`config.mk`:
```
export PLATFORM = sky130hd
export DESIGN_NAME = mac_dot_seq
export DESIGN_NICKNAME = d
export VERILOG_FILES = /design/src/rtl/mac_dot_seq.sv
export SDC_FILE = /design/constraint.sdc
export NUM_CORES = 1
export LEC_CHECK = 0
export CAP_MARGIN = 20
export CORE_UTILIZATION = 34
export CTS_CLUSTER_SIZE = 14
export DETAILED_ROUTE_END_ITERATION = 6
export PLACE_DENSITY = 0.76
export SLEW_MARGIN = 15
export SYNTH_ARGS = -nofsm -noshare
export SYNTH_HDL_FRONTEND = slang
export SYNTH_SLANG_ARGS = --single-unit
```
`constraint.sdc`:
```
create_clock -name clk -period 1.8 [get_ports clk]
set_clock_uncertainty 0.2 [all_clocks]
set_input_delay 0.18 -clock clk [delete_from_list [all_inputs] [get_ports clk]]
set_output_delay 0.18 -clock clk [all_outputs]
set_load 0.02 [all_outputs]
```
`src/rtl/mac_dot_seq.sv`:
```
// Sequential dot-product controller around a combinational MAC (out = A*B + C).
// Optional build macro MAC_SATURATE_EN clamps the accumulator on unsigned wrap.
module mac_dot_seq #(
  parameter int unsigned WIDTH_A = 5,
  parameter int unsigned WIDTH_B = 7,
  parameter int unsigned CNT_W   = 8
) (
  input  logic                       clk,
  input  logic                       rst_n,
  input  logic                       clr,
  input  logic                       in_valid,
  output logic                       in_ready,
  input  logic [WIDTH_A-1:0]         in_A,
  input  logic [WIDTH_B-1:0]         in_B,
  input  logic                       in_last,
  output logic [WIDTH_A-1:0]         mac_A,
  output logic [WIDTH_B-1:0]         mac_B,
  output logic [WIDTH_A+WIDTH_B-1:0] mac_C,
  input  logic [WIDTH_A+WIDTH_B-1:0] mac_out,
  output logic                       out_valid,
  input  logic                       out_ready,
  output logic [WIDTH_A+WIDTH_B-1:0] out_data,
  output logic [CNT_W-1:0]           out_count,
  output logic                       out_ovf
);

  localparam int unsigned ACC_W = WIDTH_A + WIDTH_B;

`ifdef MAC_SATURATE_EN
  localparam bit SAT_EN = 1'b1;
`else
  localparam bit SAT_EN = 1'b0;
`endif

  typedef enum logic [0:0] {
    ST_ACC  = 1'b0,
    ST_DONE = 1'b1
  } state_e;

  state_e           state_q, state_d;
  logic [ACC_W-1:0] acc_q, acc_d;
  logic [CNT_W-1:0] count_q, count_d;
  logic             ovf_q, ovf_d;

  logic beat;
  logic wrap;

  // Operands pass straight through; the accumulator closes the loop via C.
  assign mac_A = in_A;
  assign mac_B = in_B;
  assign mac_C = acc_q;

  assign in_ready  = (state_q == ST_ACC);
  assign out_valid = (state_q == ST_DONE);
  assign out_data  = acc_q;
  assign out_count = count_q;
  assign out_ovf   = ovf_q;

  // The product always fits ACC_W bits, so a result below C means the add wrapped.
  assign beat = in_valid & (state_q == ST_ACC);
  assign wrap = (mac_out < mac_C);

  always_comb begin
    state_d = state_q;
    acc_d   = acc_q;
    count_d = count_q;
    ovf_d   = ovf_q;

    case (state_q)
      ST_ACC: begin
        if (beat) begin
          acc_d   = (SAT_EN && wrap) ? {ACC_W{1'b1}} : mac_out;
          count_d = (count_q == {CNT_W{1'b1}}) ? count_q : count_q + CNT_W'(1);
          ovf_d   = ovf_q | wrap;
          if (in_last) begin
            state_d = ST_DONE;
          end
        end
      end
      ST_DONE: begin
        if (out_ready) begin
          acc_d   = '0;
          count_d = '0;
          ovf_d   = 1'b0;
          state_d = ST_ACC;
        end
      end
      default: begin
        state_d = ST_ACC;
      end
    endcase

    // Abort wins over any beat or handoff in the same cycle.
    if (clr) begin
      acc_d   = '0;
      count_d = '0;
      ovf_d   = 1'b0;
      state_d = ST_ACC;
    end
  end

  always_ff @(posedge clk) begin
    if (!rst_n) begin
      state_q <= ST_ACC;
      acc_q   <= '0;
      count_q <= '0;
      ovf_q   <= 1'b0;
    end else begin
      state_q <= state_d;
      acc_q   <= acc_d;
      count_q <= count_d;
      ovf_q   <= ovf_d;
    end
  end

endmodule

```
======== Word-level counts from Yosys, hierarchy flattened ========
Cells that the tools add are included.
storage, ports and cells
  memories ................................ 0
  input bits .............................. 30
  latch bits .............................. 0
  output and inout port bits .............. 47
  bits in read-only memories .............. 0
  memory bits (writable) .................. 0
  flip-flop bits (word level) ............. 22
  word-level logic and storage cells ...... 31
operators by class
  $lt $le $gt $ge ......................... 1
  eq/ne operators ......................... 4
  muxes and demuxes ....................... 14
  add/sub/neg operators ................... 1
  bitwise operators ....................... 4
  $mul .................................... 0
  reduce and logical (&&, ||, !) cells .... 3
  div/mod/pow operators ................... 0
  shift operators ......................... 0
operators by type and width
  cell                                                   count
  two-way mux 12 bit                                     2
  two-way mux 8 bit                                      3
  one-hot mux 12 bit (2 select lines)                    1
  one-hot mux 8 bit (2 select lines)                     1
  < comparator 12 bit                                    1
  adder 8 x 1 -> 8 bit, second input constant            1
  equality test 8 bit, second input constant             1
  two-way mux 1 bit                                      5
  inequality test 2 bit, second input constant           2
  one-hot mux 1 bit (2 select lines)                     2
  AND reduction 3 bit                                    1
  inequality test 2 x 1 -> 1 bit, second input constant  1
  inverter 1 bit                                         2
  AND reduction 2 bit                                    1
  OR reduction 2 bit                                     1
  AND 1 bit                                              1
  OR 1 bit                                               1

======== Logic depth before layout (Yosys ltp) ========
Gate-level depths: netlist (run 1).
  word-level depth ........................ 4
  depth in mapped cells ................... 6
  depth with buffers taken out ............ 6

======== Least setup slack after synthesis (run 1) ========
No wires, ideal clock.
  kind .................................... register -> register
  start point ............................. register acc_q[9], in the netlist mac_C[9]
  end point ............................... register ovf_q, in the netlist out_ovf
  stages on the path, launching flop included .. 7
  required time ........................... 1.531 ns
  arrival ................................. 1.778 ns
  buffers on the path ..................... 0
  path slack .............................. -0.248 ns
  library setup time ...................... 0.069 ns
  clock period less this slack ............ 2.048 ns
  cell sequence ........................... dfxtp_1 inv_1 ha_1 a211o_1 a2111oi_0 o211ai_1 o21ai_1
on the way
  cells in the longest elaborated chain, start to end .. 4
RTL lines
  what                                line  source
  start, declared                     41    logic [ACC_W-1:0] acc_q, acc_d;
  start signal, assigned              105   acc_q <= '0;
  start signal, assigned              110   acc_q <= acc_d;
  < comparator 12 bit                 61    assign wrap = (mac_out < mac_C);
  OR 1 bit                            74    ovf_d = ovf_q | wrap;
  two-way mux 1 bit                   71    if (beat) begin
  one-hot mux 1 bit (2 select lines)  69    case (state_q)
  end signal, assigned                112   ovf_q <= ovf_d;
  end, declared                       43    logic ovf_q, ovf_d;
Every way passes these cells. The select of a mux whose other input is x is not followed.
A chain may end at the register's enable or synchronous reset.

======== Worst setup path after layout (run 1) ========
Same ends and word-level chain as after synthesis.

==> reports/metrics.csv, run 1 <==
stage;metric;value;unit
outcome;status;finished, violations left;
outcome;violations;negative setup slack;
flow_run;maxCapViolations;0;
min_path;hp-class;in2reg;
cts;cts_tree;yes;
logic_synthesis;yosysTopAreaCell;dfxtp_1;
timing;grt_setup_unrepaired;true;
detailed_routing;dr.pass1.iters;4;
timing;worst_slew_pin_slew;0.391;ns
logic_synthesis;synth_warnings;0;
final_layout;drive_gt1_frac;0.192;
cts;cts.sinks;22;
die;pin_count;77;
worst_setup_path;crit_type;reg2reg;
cts;cts_hold_buf;0;
logic_synthesis;synthCells;158;
timing;hold_viol;0;
cts;root_buffer;clkbuf_8;
place;hpwlAfterDp;2400;µm
worst_setup_path;crit_path_end_kind;flip-flop;
logic_synthesis;avgSynthCellArea;8.46;µm²
detailed_routing;drc_errors;0;
worst_setup_path;reg2reg_from;mac_C[9];
die;fp.dieW;64.7;µm
timing;finalSetupViolations;1;
die;initial_core_util;0.360;
timing;fmax;555;MHz
logic_synthesis;ys.flop_type;dfxtp_1;
logic_synthesis;ys_seq_area_frac;0.330;
timing;min_period;1.80;ns
worst_setup_path;startpoint_type;flip-flop;
global_route;overflow;0;
final_layout;nNetsFinal;251;
detailed_routing;avgViaCountPerCell;4.85;
timing;drv_slew;0;
final_layout;diodes;0;
logic_synthesis;synth_area;0.00134;mm²
cts;clk_latency;0.26;ns
cts;cts_buffers;3;
die;dieHeight;64.7;µm
global_route;grt_start_max_net_pins;14;
timing;worst_hold_slack;0.0800;ns
place;gp_congestion;0.813;
final_layout;syn_to_final_growth;51.7;%
global_route;grt_pass1_wl;5220;µm
die;core_area;0.00372;mm²
timing;period_share;1.00;
cts;htree_levels;1;
place;portBuffers;52;
detailed_routing;vias;1242;
detailed_routing;wl_per_cell;12.6;µm
final_layout;finalNonFillerCells;256;
global_route;grt_pass1_vias;1186;
die;fp.dieArea;0.00418;mm²
logic_synthesis;async_flop_share;0;
detailed_routing;wirelength;3210;µm
logic_synthesis;synth_edf_count;0;
logic_synthesis;synth.top_cell.area_share;0.330;
pwr;peakVddDrop;0.443;mV
detailed_routing;ant_nets;0;
cts;path_clk_slew;0.08;ns
final_layout;final_cell_mix;clkdlybuf4s50_1, buf_4, nor2_1, dfxtp_1, a22oi_1;
final_layout;mostFrequentLayoutCell;clkdlybuf4s50_1;
pwr;p_leak;0.783;nW
global_route;antenna_found_initial;0;
place;dp.cells;252;
logic_synthesis;ys_types;32;
global_route;grt_use_total;0.159;
timing;relSlewSlack;0.740;
cts;postCtsSetupRepairBufs;0;
logic_synthesis;post_synth_main_area_contributors;dfxtp_1, buf_4, ha_1, a22oi_1, nor2_1;
timing;setup-tns-final;-0.00158;ns
pwr;power;1.24;mW
worst_setup_path;critical_path_required;1.80;ns
detailed_routing;drt-initial-drc-count;54;
min_path;hold_path_startpoint;mac_out[9];
worst_setup_path;startpoint;mac_C[9];
logic_synthesis;syn_nets;200;
cts;cts_buffer_depth;2;
place;post-place-ws;-0.276;ns
logic_synthesis;ys_ff_latch;22;
worst_setup_path;critPathArrivalTime;1.80;ns
worst_setup_path;r2r_slack;-0.002;ns
die;row_count;22;
pwr;power_density;611;mW/mm²
timing;timing.final.ws_setup;-0.00158;ns
worst_setup_path;critPathMaxFanout;2;
-- logic make-up after synthesis --
family                   after synthesis  share of synthesized area
XOR/XNOR                               1                    0.00656
AO/OA/AOI/OAI                         38                      0.194
multiplexers                           1                     0.0112
AND/OR/NAND/NOR                       41                      0.155
buffers and inverters                 43                      0.192
flip-flops                            22                      0.330
adder cells (fa/ha/maj)               12                      0.112
-- worst paths after layout --
kind / to / cells past startpoint
worst max register to register: out_ovf / 6
worst max-delay path: out_ovf / 6
worst min register to register: out_ovf / 2
worst min-delay path: mac_C[9] / 3
-- power by group --
group | switching [mW] | internal (mW)
Clock | 0.169 | 0.297
Combinational | 0.123 | 0.140
Sequential | 0.00958 | 0.499
Total | 0.302 | 0.936
-- worst max-delay path, stage by stage, from the launching register on --
cell and delay (ns):
dfxtp_2 0.34, inv_2 0.04, ha_4 0.20, a211o_1 0.32, a2111oi_4 0.37, o211ai_1 0.14
o21ai_1 0.13
-- state kept, by name, summed over array words and instances, names as in the netlist --
register and flops:
out_valid 1, out_count 8, out_ovf 1, mac_C 12
-- final cells by class --
| type | instances | area [µm²] |
|---|---|---|
| tap | 48 | 60.1 |
| inverter | 13 | 48.8 |
| fill | 328 | 1690 |
| sequential | 22 | 447 |
| clock buffer | 3 | 41.3 |
| clock inverter | 1 | 30.0 |
| multi-input combinational | 93 | 679 |
| timing repair buffer | 76 | 721 |
-- routing by layer --
metal	GRT usage	up-vias	wire (µm)
li1	-	627	-
met5	0	-	0
met1	0.186	575	1400
met4	0.0722	0	33
met2	0.282	38	1600
met3	0.0246	2	183
-- Yosys cell counts (all sizes together), types with 2 or more instances --
library cell,number
a21oi,10
a22oi,13
buf,28
clkbuf,2
dfxtp,22
ha,12
inv,13
nand2,7
nand2b,2
nand3,2
nand4,2
nor2,17
o211ai,3
o21ai,4
o31ai,3
or3,3
or4,4
-- timing repair --
action	in CTS	in global routing
gates resized for setup	2	5
pin swaps	0	6
setup endpoints to repair	6	6
-- through the flow --
stage	utilization	instance area [µm²]
global placement	0.515	1910
CTS	0.540	2010
global route	0.545	2030
finish	0.545	2030
detailed placement	0.515	1910
floorplan	-	1350
(Power assumes the default switching activity.)
==> run 2, diff against run 1 <==
CAP_MARGIN = default   (was 20)
CORE_UTILIZATION = 38   (was 34)
PLACE_DENSITY = 0.8   (was 0.76)
clock period = 1.88 ns   (was 1.8 ns; I/O delays follow)
==> reports/metrics.csv, run 2 (same netlist as run 1, synthesis figures left out) <==
stage;metric;value;unit;change
worst_setup_path;critPathMaxFanout;4;;was 2
timing;grt_setup_unrepaired;true;;unchanged
pwr;power_density;551;mW/mm²;was 611 mW/mm²
detailed_routing;vias;1226;;was 1,242
worst_setup_path;path_buf_inv;1;;unchanged
die;dieHeight;61.3;µm;was 64.7 µm
global_route;grt_pass1_wl;4780;µm;was 5220 µm
pwr;p_leak;0.766;nW;was 0.783 nW
final_layout;diodes;0;;unchanged
timing;fmax;531;MHz;was 555 MHz
timing;relSlewSlack;0.737;;was 0.740
final_layout;nNetsFinal;251;;unchanged
min_path;hold_path_startpoint;in_A[1];;was mac_out[9]
timing;hold_viol;0;;unchanged
die;initial_core_util;0.397;;was 0.360
die;row_count;21;;was 22
worst_setup_path;crit_path_end_kind;flip-flop;;unchanged
worst_setup_path;reg2reg_from;mac_C[9];;unchanged
place;gp_congestion;0.750;;was 0.813
worst_setup_path;startpoint;mac_C[9];;unchanged
timing;drv_slew;0;;unchanged
die;fp.dieArea;0.00376;mm²;was 0.00418 mm²
detailed_routing;wl_per_cell;12.2;µm;was 12.6 µm
worst_setup_path;critPathArrivalTime;1.95;ns;was 1.80 ns
final_layout;mostFrequentLayoutCell;clkdlybuf4s50_1;;unchanged
cts;cts_buffers;3;;unchanged
timing;period_share;1.00;;about the same
detailed_routing;drt-initial-drc-count;69;;was 54
final_layout;syn_to_final_growth;49.7;%;was 51.7%
final_layout;final_cell_mix;clkdlybuf4s50_1, buf_4, dfxtp_1;;was clkdlybuf4s50_1, buf_4, nor2_1, dfxtp_1, a22oi_1
global_route;grt_use_total;0.168;;was 0.159
worst_setup_path;r2r-end;out_ovf;;unchanged
place;hpwlAfterDp;2420;µm;was 2400 µm
outcome;status;finished, violations left;;unchanged
global_route;overflow;0;;unchanged
worst_setup_path;rr_worst_depth;6;;unchanged
timing;timing.final.ws_setup;-0.00332;ns;was -0.00158 ns
final_layout;drive_gt1_frac;0.183;;was 0.192
detailed_routing;avgViaCountPerCell;4.83;;was 4.85
outcome;violations;negative setup slack;;unchanged
timing;min_period;1.88;ns;was 1.80 ns
worst_setup_path;r2r_slack;-0.003;ns;was -0.002 ns
min_path;hp-class;in2out;;was in2reg
worst_setup_path;crit_type;reg2reg;;unchanged
cts;cts_buffer_depth;2;;unchanged
min_path;min_to;mac_A[1];;was mac_C[9]
cts;path_clk_slew;0.12;ns;was 0.08 ns
cts;cts.sinks;22;;unchanged
die;pin_count;77;;unchanged
worst_setup_path;critical_path_required;1.94;ns;was 1.80 ns
cts;root_buffer;clkbuf_4;;was clkbuf_8
flow_run;maxCapViolations;0;;unchanged
worst_setup_path;startpoint_type;flip-flop;;unchanged
worst_setup_path;cp.depth;6;;unchanged
cts;htree_levels;1;;unchanged
worst_setup_path;cpMaxStageDelayCell;a2111oi_4;;unchanged
timing;setup-tns-final;-0.00332;ns;was -0.00158 ns
detailed_routing;wirelength;3100;µm;was 3210 µm
timing;worst_slew_pin_slew;0.394;ns;was 0.391 ns
cts;clk_latency;0.32;ns;was 0.26 ns
place;portBuffers;52;;unchanged
detailed_routing;dr.pass1.iters;4;;unchanged
final_layout;largest_register_ffs;12;;unchanged
pwr;power;1.10;mW;was 1.24 mW
worst_setup_path;slowest_delay;0.39;ns;was 0.37 ns
global_route;antenna_found_initial;0;;unchanged
min_path;hold_depth;0;;was 3
final_layout;fill_cells;312;;was 328
place;dp.cells;248;;was 252
die;fp.dieW;61.3;µm;was 64.7 µm
detailed_routing;ant_nets;0;;unchanged
cts;cts_tree;yes;;unchanged
detailed_routing;drc_errors;0;;unchanged
die;core_area;0.00336;mm²;was 0.00372 mm²
cts;cts_hold_buf;0;;unchanged
final_layout;finalNonFillerCells;254;;was 256
global_route;grt_pass1_vias;1168;;was 1,186
timing;finalSetupViolations;1;;unchanged
worst_setup_path;crit_chain;inv_2, ha_4, a211o_1, a2111oi_4, o211ai_1, o21ai_1;;unchanged
global_route;grt_start_max_net_pins;14;;unchanged
pwr;peakVddDrop;0.257;mV;was 0.443 mV
worst_setup_path;crit_family;compound AO/OA/AOI/OAI gates;;unchanged
run 2: changes by cell type in the layout (fill, tap and decap cells not counted), sizes merged:
| cell | delta |
|---|---|
| clkdlybuf4s50 | +1 |
| dlymetal6s2s | -1 |
run 2: repair_timing:
item / CTS / global route
setup buffers: 0 / 2
gates resized for setup: 2 / 4
pin swaps: 0 / 5
setup endpoints to repair: 2 / 3
hold endpoints to repair: 0 / 0
run 2: where the power goes:
part	internal [mW]	total (mW)	switching, mW
Clock	0.216	0.366	0.150
Combinational	0.133	0.248	0.115
Sequential	0.478	0.489	0.0106
Total	0.827	1.10	0.275
run 2: how the worst max path moves through the flow:
stage	end	slack (ns)
floorplan	out_count[0]	0.01
global placement	out_ovf	-0.18
detailed placement	out_ovf	-0.26
CTS	out_ovf	0.007
global route	out_ovf	-0.08
finish	out_ovf	-0.003
run 2: layer usage:
layer	track usage	routed length (µm)	vias to the layer above
li1	-	-	636
met1	0.202	1380	557
met2	0.298	1570	30
met3	0.0210	126	3
met4	0.0747	25	0
met5	0	0	-
run 2: final cells by class:
cell class / instances / area [µm²] / share of cell area
Tap cell: 46 / 57.6 / 0.0288
Inverter: 13 / 48.8 / 0.0244
Multi-Input combinational cell: 93 / 679 / 0.340
Clock inverter: 1 / 30.0 / 0.0150
Clock buffer: 3 / 22.5 / 0.0113
Timing Repair Buffer: 76 / 718 / 0.359
Sequential cell: 22 / 444 / 0.222
run 2: stage by stage:
stage | hold WS, ns | worst slack (ns) | utilization | area (µm²)
2_1_floorplan | 0.128 | 0.0148 | - | 1350
3_3_place_gp | 0.176 | -0.179 | 0.563 | 1890
3_5_place_dp | 0.176 | -0.262 | 0.563 | 1890
4_1_cts | 0.176 | 0.00695 | 0.585 | 1970
5_1_grt | 0.176 | -0.0825 | 0.595 | 2000
6_report | 0.176 | -0.00332 | 0.595 | 2000
==> run 3, diff against run 2 <==
CELL_PAD_IN_SITES_DETAIL_PLACEMENT = 1   (was default)
CELL_PAD_IN_SITES_GLOBAL_PLACEMENT = 1   (was default)
CORE_MARGIN = 2   (was default)
CORE_UTILIZATION = 26   (was 38)
PLACE_DENSITY = default   (was 0.8)
PLACE_DENSITY_LB_ADDON = 0.1   (was default)
==> reports/metrics.csv, run 3 (same netlist as run 1, synthesis figures left out) <==
stage;metric;value;unit;change
outcome;status;completed;;was finished, violations left
timing;grt_setup_unrepaired;true;;unchanged
worst_setup_path;critical_path_required;1.89;ns;was 1.94 ns
detailed_routing;vias;1269;;was 1,226
detailed_routing;wl_per_cell;13.8;µm;was 12.2 µm
final_layout;fill_cells;602;;was 312
final_layout;syn_to_final_growth;50.0;%;was 49.7%
die;dieHeight;75.7;µm;was 61.3 µm
timing;worst_hold_slack;0.101;ns;was 0.176 ns
place;gp_congestion;0.753;;was 0.750
cts;cts_hold_buf;0;;unchanged
detailed_routing;wirelength;3810;µm;was 3100 µm
final_layout;regArea;444;µm²;unchanged
pwr;power_frac_seq;0.467;;was 0.443
final_layout;nNetsFinal;251;;unchanged
global_route;grt_pass1_wl;6250;µm;was 4780 µm
final_layout;multi_input_area;679;µm²;unchanged
die;initial_core_util;0.265;;was 0.397
detailed_routing;avgViaCountPerCell;4.58;;was 4.83
final_layout;largest_register_ffs;12;;unchanged
global_route;overflow;0;;unchanged
timing;fmax;546;MHz;was 531 MHz
min_path;hp-class;in2reg;;was in2out
detailed_routing;drc_errors;0;;unchanged
pwr;p_sw;293;µW;was 275 µW
pwr;power;1.05;mW;was 1.10 mW
cts;cts.sinks;22;;unchanged
place;dpl-instance-area;0.00190;mm²;was 0.00189 mm²
cts;cts_buffers;3;;unchanged
flow_run;maxCapViolations;0;;unchanged
cts;clk_latency;0.26;ns;was 0.32 ns
timing;timing.final.ws_setup;0.0486;ns;was -0.00332 ns
cts;cts_tree;yes;;unchanged
cts;path_clk_slew;0.09;ns;was 0.12 ns
place;dp.cells;271;;was 248
timing;hold_viol;0;;unchanged
cts;root_buffer;clkbuf_8;;was clkbuf_4
die;row_count;26;;was 21
worst_setup_path;critPathArrivalTime;1.84;ns;was 1.95 ns
final_layout;diodes;0;;unchanged
global_route;antenna_found_initial;0;;unchanged
global_route;grt_start_max_net_pins;13;;was 14
final_layout;final_cell_mix;clkdlybuf4s50_1, buf_4, dfxtp_1;;unchanged
final_layout;mostFrequentLayoutCell;clkdlybuf4s50_1;;unchanged
timing;relSlewSlack;0.764;;was 0.737
die;pin_count;77;;unchanged
final_layout;drive_gt1_frac;0.179;;was 0.183
cts;cts_buffer_depth;2;;unchanged
detailed_routing;drt-initial-drc-count;34;;was 69
pwr;power_density;522;mW/mm²;was 551 mW/mm²
timing;worst_slew_pin_slew;0.354;ns;was 0.394 ns
timing;min_period;1.83;ns;was 1.88 ns
final_layout;final_area;0.00200;mm²;about the same
timing;setup-tns-final;0;ns;was -0.00332 ns
worst_setup_path;startpoint_type;flip-flop;;unchanged
worst_setup_path;crit_path_end_kind;flip-flop;;unchanged
pwr;peakVddDrop;0.222;mV;was 0.257 mV
place;post-place-ws;-0.228;ns;was -0.262 ns
pwr;p_leak;0.745;nW;was 0.766 nW
die;fp.dieW;75.7;µm;was 61.3 µm
global_route;grt_use_total;0.145;;was 0.168
die;core_area;0.00504;mm²;was 0.00336 mm²
pwr;power_frac_clock;0.295;;was 0.332
pwr;swShare;0.280;;was 0.250
timing;period_share;0.974;;was 1.00
final_layout;fin_util;0.398;;was 0.595
die;fp.dieArea;0.00573;mm²;was 0.00376 mm²
place;portBuffers;52;;unchanged
timing;drv_slew;0;;unchanged
detailed_routing;dr.pass1.iters;4;;unchanged
worst_setup_path;critPathMaxFanout;3;;was 4
worst_setup_path;crit_type;reg2reg;;unchanged
pwr;p_int;753;µW;was 827 µW
final_layout;finalNonFillerCells;277;;was 254
timing;finalSetupViolations;0;;was 1
detailed_routing;ant_nets;0;;unchanged
global_route;grt_pass1_vias;1351;;was 1,168
cts;htree_levels;1;;unchanged
pwr;comb_power_share;0.238;;was 0.225
place;hpwlAfterDp;2970;µm;was 2420 µm
run 3: cell types whose count changed in the layout (fill, tap and decap cells not counted), sizes merged:
| cell | delta |
|---|---|
| bufinv | -1 |
| clkdlybuf4s50 | +1 |
| dlymetal6s2s | -1 |
run 3: path summary, 6_finish.rpt:
path | start | endpoint | slack, ns | cells after the start
min reg2reg | mac_C[10] | mac_C[10] | 0.32 | 2
max | mac_C[9] | out_ovf | 0.05 | 6
min | mac_out[9] | mac_C[9] | 0.10 | 3
max reg2reg | mac_C[9] | out_ovf | 0.05 | 6
run 3: what timing repair did:
| item | CTS | global route |
|---|---|---|
| resized for setup | 2 | 3 |
| pin swaps | 0 | 6 |
| hold endpoints to repair | 0 | 0 |
| endpoints found under the setup margin | 9 | 4 |
| buffers inserted | 0 | 3 |
run 3: cell type report:
class / count / area share
timing repair buffer: 76 / 0.351
sequential: 22 / 0.222
inverter: 13 / 0.0243
tap: 70 / 0.0437
multi-input combinational: 93 / 0.339
clock buffer: 3 / 0.0206
run 3: layer usage:
| metal | vias to the layer above | part of all wire | routed length, µm | GRT usage |
|---|---|---|---|---|
| met5 | - | 0 | 0 | 0 |
| met4 | 0 | 0.023 | 89 | 0.0721 |
| met3 | 14 | 0.057 | 217 | 0.0291 |
| met2 | 37 | 0.48 | 1850 | 0.238 |
| met1 | 590 | 0.44 | 1660 | 0.180 |
| li1 | 628 | - | - | - |
run 3: power by group through the flow:
stage / clock network (mW) / registers (mW) / logic [mW]
after floorplan: 0 / 0.513 / 0.147
after global placement: 0 / 0.499 / 0.238
after detailed placement: 0 / 0.500 / 0.241
after CTS: 0.327 / 0.489 / 0.247
after global routing: 0.347 / 0.491 / 0.276
final: 0.308 / 0.489 / 0.249
run 3: worst max-delay path, stage by stage (launching register included):
cell and delay (ns):
dfxtp_2 0.36, inv_2 0.05, ha_4 0.21, a211o_1 0.32
a2111oi_4 0.37, o211ai_1 0.13, o21ai_1 0.13
